**src/rtl/clk_inp_capture_if.sv**
```systemverilog
// Bundle of the sample-side and result-side signals of clk_inp_capture.
// The master modport drives samples; the slave modport is the capture stage.
`timescale 1ns/1ps
interface clk_inp_capture_if #(
    parameter int WIDTH    = 8,
    parameter int CHANNELS = 2,
    parameter int CNT_W    = 8
);
    logic                      in_valid;
    logic [CHANNELS*WIDTH-1:0] in_data;
    logic                      invert;
    logic [CHANNELS-1:0]       ch_en;
    logic                      clear;
    logic                      out_valid;
    logic [CHANNELS*WIDTH-1:0] out_data;
    logic [CHANNELS-1:0]       mismatch;
    logic [CHANNELS*CNT_W-1:0] mismatch_cnt;

    modport master (
        output in_valid, in_data, invert, ch_en, clear,
        input  out_valid, out_data, mismatch, mismatch_cnt
    );

    modport slave (
        input  in_valid, in_data, invert, ch_en, clear,
        output out_valid, out_data, mismatch, mismatch_cnt
    );
endinterface

```
**src/rtl/clk_inp_capture.sv**
```systemverilog
// Multi-lane input capture over two paths (in-process and combinational),
// with per-lane divergence detection and a STAGES-deep valid pipeline.
`timescale 1ns/1ps
module clk_inp_capture #(
    parameter int WIDTH    = 8,
    parameter int CHANNELS = 2,
    parameter int STAGES   = 2,
    parameter int CNT_W    = 8
) (
    input  logic              clk,
    input  logic              rst_n,
    clk_inp_capture_if.slave  bus
);
    typedef logic [CHANNELS-1:0][WIDTH-1:0] lanes_t;

    // pipe_reg[0] is the path-A capture register itself.
    lanes_t            pipe_reg [STAGES];
    lanes_t            capb_reg;
    lanes_t            a_comb;
    logic [STAGES-1:0] vld_reg;

    always_ff @(posedge clk or negedge rst_n) begin
        if (!rst_n) begin
            vld_reg  <= '0;
            capb_reg <= '0;
            for (int s = 0; s < STAGES; s++) begin
                pipe_reg[s] <= '0;
            end
        end else begin
            vld_reg[0] <= bus.in_valid;
            for (int c = 0; c < CHANNELS; c++) begin
                if (bus.in_valid && bus.ch_en[c]) begin
                    pipe_reg[0][c] <= bus.invert ? ~bus.in_data[c*WIDTH +: WIDTH]
                                                 :  bus.in_data[c*WIDTH +: WIDTH];
                    capb_reg[c]    <= a_comb[c];
                end
            end
            for (int s = 1; s < STAGES; s++) begin
                vld_reg[s] <= vld_reg[s-1];
                if (vld_reg[s-1]) begin
                    pipe_reg[s] <= pipe_reg[s-1];
                end
            end
        end
    end

    genvar gi;
    generate
        for (gi = 0; gi < CHANNELS; gi++) begin : g_lane
            logic [CNT_W-1:0] cnt_reg;
            logic             flag_reg;
            logic             diff;

            assign a_comb[gi] = bus.invert ? ~bus.in_data[gi*WIDTH +: WIDTH]
                                           :  bus.in_data[gi*WIDTH +: WIDTH];
            assign diff = vld_reg[0] && (pipe_reg[0][gi] != capb_reg[gi]);

            // Clear takes priority over a divergence seen on the same edge.
            always_ff @(posedge clk or negedge rst_n) begin
                if (!rst_n) begin
                    cnt_reg  <= '0;
                    flag_reg <= 1'b0;
                end else if (bus.clear) begin
                    cnt_reg  <= '0;
                    flag_reg <= 1'b0;
                end else if (diff) begin
                    flag_reg <= 1'b1;
                    if (cnt_reg != {CNT_W{1'b1}}) begin
                        cnt_reg <= cnt_reg + 1'b1;
                    end
                end
            end

            assign bus.mismatch[gi]                   = flag_reg;
            assign bus.mismatch_cnt[gi*CNT_W +: CNT_W] = cnt_reg;
        end
    endgenerate

    assign bus.out_valid = vld_reg[STAGES-1];
    assign bus.out_data  = pipe_reg[STAGES-1];
endmodule

```
**src/flat_wrapper.sv**
```systemverilog
// flat-port wrapper written by rule: the top's interface ports become plain ports
module clk_inp_capture_flat 
#(
    parameter int WIDTH    = 8,
    parameter int CHANNELS = 2,
    parameter int STAGES   = 2,
    parameter int CNT_W    = 8
)
  (clk, rst_n, bus_in_valid, bus_in_data, bus_invert, bus_ch_en, bus_clear, bus_out_valid, bus_out_data, bus_mismatch, bus_mismatch_cnt);
  clk_inp_capture_if #(.WIDTH(WIDTH), .CHANNELS(CHANNELS), .CNT_W(CNT_W)) bus_i ();
  input  logic clk;
  input  logic rst_n;
  input wire logic [$bits(bus_i.in_valid)-1:0] bus_in_valid;
  input wire logic [$bits(bus_i.in_data)-1:0] bus_in_data;
  input wire logic [$bits(bus_i.invert)-1:0] bus_invert;
  input wire logic [$bits(bus_i.ch_en)-1:0] bus_ch_en;
  input wire logic [$bits(bus_i.clear)-1:0] bus_clear;
  output wire logic [$bits(bus_i.out_valid)-1:0] bus_out_valid;
  output wire logic [$bits(bus_i.out_data)-1:0] bus_out_data;
  output wire logic [$bits(bus_i.mismatch)-1:0] bus_mismatch;
  output wire logic [$bits(bus_i.mismatch_cnt)-1:0] bus_mismatch_cnt;
  assign bus_i.in_valid = bus_in_valid;
  assign bus_i.in_data = bus_in_data;
  assign bus_i.invert = bus_invert;
  assign bus_i.ch_en = bus_ch_en;
  assign bus_i.clear = bus_clear;
  assign bus_out_valid = bus_i.out_valid;
  assign bus_out_data = bus_i.out_data;
  assign bus_mismatch = bus_i.mismatch;
  assign bus_mismatch_cnt = bus_i.mismatch_cnt;
  clk_inp_capture #(.WIDTH(WIDTH), .CHANNELS(CHANNELS), .STAGES(STAGES), .CNT_W(CNT_W)) u_core (.clk(clk), .rst_n(rst_n), .bus(bus_i));
endmodule
```
**config.mk**
```make
export PLATFORM = sky130hd
export DESIGN_NAME = clk_inp_capture_flat
export DESIGN_NICKNAME = d
export VERILOG_FILES = /design/src/rtl/clk_inp_capture_if.sv /design/src/rtl/clk_inp_capture.sv /design/src/flat_wrapper.sv
export SDC_FILE = /design/constraint.sdc
export NUM_CORES = 1
export LEC_CHECK = 0
export CORE_UTILIZATION = 40
export DETAILED_ROUTE_END_ITERATION = 8
export PLACE_DENSITY = 0.73
export SYNTH_ARGS = -nofsm -noshare
export SYNTH_HDL_FRONTEND = slang
export SYNTH_SLANG_ARGS = --single-unit
```
**constraint.sdc**
```tcl
create_clock -name clk -period 1 [get_ports clk]
set_clock_uncertainty 0.05 [all_clocks]
set_input_delay 0.15 -clock clk [delete_from_list [all_inputs] [get_ports clk]]
set_output_delay 0.15 -clock clk [all_outputs]
set_load 0.1 [all_outputs]
```
======== Yosys cells after proc, flatten, opt, wreduce, memory -nomap -nowiden ========
Cells that the tools add are included.
storage, ports and cells
  bits of input ports ..................... 23
  output and inout bits ................... 35
  flip-flop bits (word level) ............. 51
operators by class
  bitwise gates (word level) .............. 2
  reductions and logical operators ........ 6
  equality and inequality tests ........... 2
  mux-type cells .......................... 4
operators by type and width
  operator            number
  $mux 8              3
  $ne 8x8->1 const B  2
  $not 8->8           2
  $reduce_and 2->1    2
  $reduce_bool 2->1   2
  $logic_and 1x1->1   2
  $mux 1              1

======== Longest topological paths before layout ========
  word-level depth ........................ 3
  mapped depth ............................ 4

======== Worst setup path before layout ========
Ideal clock, no wire load.
  kind .................................... register -> register
  start ................................... register, netlist name u_core.bus.out_data[4]
  end ..................................... register u_core.pipe_reg, in the netlist u_core.bus.out_data[4]
  path buffers ............................ 0
  arrival ................................. 1132 ps
  required time ........................... 824 ps
  cell stages (with the launch flop) ...... 2
  path slack .............................. -308 ps
  cells stage by stage .................... dfrtp_1 mux2_4
RTL lines
  item                             RTL line               text
  to (signal, indexed assignment)  clk_inp_capture.sv:33  pipe_reg[0][c] <= bus.invert ? ~bus.in_data[c*WIDTH +: WIDTH]
  to (signal, indexed assignment)  clk_inp_capture.sv:41  pipe_reg[s] <= pipe_reg[s-1];
  to (decl)                        clk_inp_capture.sv:17  lanes_t pipe_reg [STAGES];

======== Worst setup path in the final report ========
  start ................................... register u_core.pipe_reg, in the netlist u_core.bus.out_data[6]
  end ..................................... output port bus_out_data[6]
RTL lines
  item       RTL line            text
  to (decl)  flat_wrapper.sv:19  output wire logic [$bits(bus_i.out_data)-1:0] bus_out_data;
No word-level cell between the ends.

==> metrics <==
status=finished, violations left; violated checks=negative setup slack; Initial DRC Count=26; PwrDens=between 2000 and 2500 mW/mm2; clock root buffer=clkbuf_8; Max Clk Rate=between 800 and 900 MHz; worst endpoint required time=approximately 800 ps; DR DRC count=0; Syn-to-layout area delta=50.8%; CP endpoint kind=output pin; Post-Synth Simple-Gate Area=0.00789; Vias=1,027; largest net degree at the start of global routing=35; Vias/cell=4.58; crit-path max FO=2; worst setup slack after layout=-163 ps; die area=approximately 0.0042 mm2; mux contribution to synthesized area=0.118; GRT overflow=0; post-synthesis cell count=about 130; Hold-fix buffers, CTS=0; CTS tree=done; commonest cells after routing, fill and taps aside=32 x a21oi_1, 20 x clkdlybuf4s50_1, 19 x buf_12, 18 x conb_1, 17 x dfrtp_1; Synth Area in Adders=0; CTS H-Tree Depth=2; number of diodes=0; WS Path Type=register to output pin; WL/cell=14.4 um; Slowest-stage cell, CP=dfrtp_4; register area share after synthesis=0.536; final-stage net count=approximately 200; GRT Util Overall=0.175; RSZ-0062 raised after global routing=yes; Synth cell types=12; global-route wire length before repair=~5.3 mm; num ports=58; hold_ws=~170 ps; Sinks on Clock Net=34; Core ar.=0.00374 mm2; mean post-synth cell area=between 10 and 15 um2; drt total wl=between 3 and 4 mm; post-DP HPWL=between 2 and 2.5 mm; final non-filler cell total=about 220; XOR/XNOR share of the synthesized area=0.0883; initial core utilization=0.424; number of global-route vias before repair=between 1,000 and 1,500; crit path buf inv count=1; setup TNS=-3050 ps; synthesized area=between 0.0015 and 0.002 mm2; layout cells sized above 1=0.409; Setup-failing EPs final=33; IO buf count=38; FP Rows=22; CTS Buffer Depth=2; initial antenna violation count=0; Synth Warn #=0; Clock Latency Late Sink=290 ps; Seq cells post-synth=34; final worst path period share=1.16; Setup crit start kind=register; leakage power=around 1.0 nW; Final Hold Fails=0; Min-Delay Path Class=input pin to asynchronous set/reset pin; most common cell after layout, fill and taps aside=a21oi_1; min cycle time layout=about 1200 ps; Die Span X=about 65 um; clk slew on worst S/H paths=~70 ps; cell family with most CP delay=flip-flops; Arr. time, crit path=roughly 960 ps; Die Span Y=65.0 um; Slew Viols, Final=0; Worst VDD drop=~0.0014 V; ANT nets after route=0; pre-CTS setup slack=-339 ps; max reg flops=16; CP cell instances=buf_12; drt first pass iters=4; max cap viols=0; total design power=about 0.0056 W; post-synthesis compound-gate area fraction=0.101; CTS buffer count=5; placed cells=around 210; CP max stage delay=around 500 ps; largest family of logic cells by synthesized area=buffers and inverters; gpl congestion=0.757
-- cell usage after synthesis (all sizes together) --
cell type | instances | area share
a21oi | 32 | 0.10
and2 | 2 | 0.0079
buf | 28 | 0.15
conb | 1 | 0.0024
dfrtp | 34 | 0.54
mux2 | 16 | 0.12
xnor2 | 16 | 0.088
-- cells by family after synthesis --
kind of cell | Yosys count
other cells | 1
flops | 34
compound gates | 32
mux | 16
simple gates | 2
buf+inv | 28
xor+xnor | 16
-- metrics by stage --
| step | utilization | area [um2] |
|---|---|---|
| 2_1_floorplan | - | 1710 |
| 3_3_place_gp | 0.583 | 2180 |
| 3_5_place_dp | 0.583 | 2180 |
| 4_1_cts | 0.628 | 2350 |
| 5_1_grt | 0.639 | 2390 |
| 6_report | 0.639 | 2390 |
-- worst paths after layout --
check / startpoint / end / slack [ps] / depth (start not counted)
worst max-delay path: u_core.bus.out_data[6]$_DFFE_PN0P_ / bus_out_data[6] / -160 / 1
worst min-delay path: rst_n / u_core.bus.out_data[2]$_DFFE_PN0P_ / 170 / 2
worst max register to register: u_core.bus.out_data[12]$_DFFE_PN0P_ / u_core.bus.out_data[12]$_DFFE_PN0P_ / -50 / 2
worst min register to register: u_core.pipe_reg[30]$_DFFE_PN0P_ / u_core.bus.out_data[14]$_DFFE_PN0P_ / 470 / 1
max in group asynchronous: rst_n / u_core.bus.out_data[13]$_DFFE_PN0P_ / 520 / 2
min in group clk: bus_in_valid / u_core.vld_reg[0]$_DFF_PN0_ / 210 / 2
-- timing repair --
item                                    in CTS  in global routing
endpoints found under the hold margin        0                  0
gates resized for setup                     12                 10
buffers inserted                             2                  1
endpoints found under the setup margin      36                 47
-- where the power goes --
group	internal, W	switching, W
clock network	0.000695	0.000496
registers	0.00170	0.000221
logic	0.000919	0.00156
-- cell type report --
type                       instances  area [um2]
clock buffer                       8         110
fill                             293        1350
multi-input combinational         84         623
sequential                        34         912
tap                               48        60.1
timing repair buffer              50         687
-- routing by layer --
metal	track usage	up-vias	wire, um
met5	0	-	0
met4	0.0750	0	57
met3	0.0616	5	189
met2	0.279	41	1640
met1	0.212	498	1340
li1	-	483	-
(Power assumes the default switching activity.)
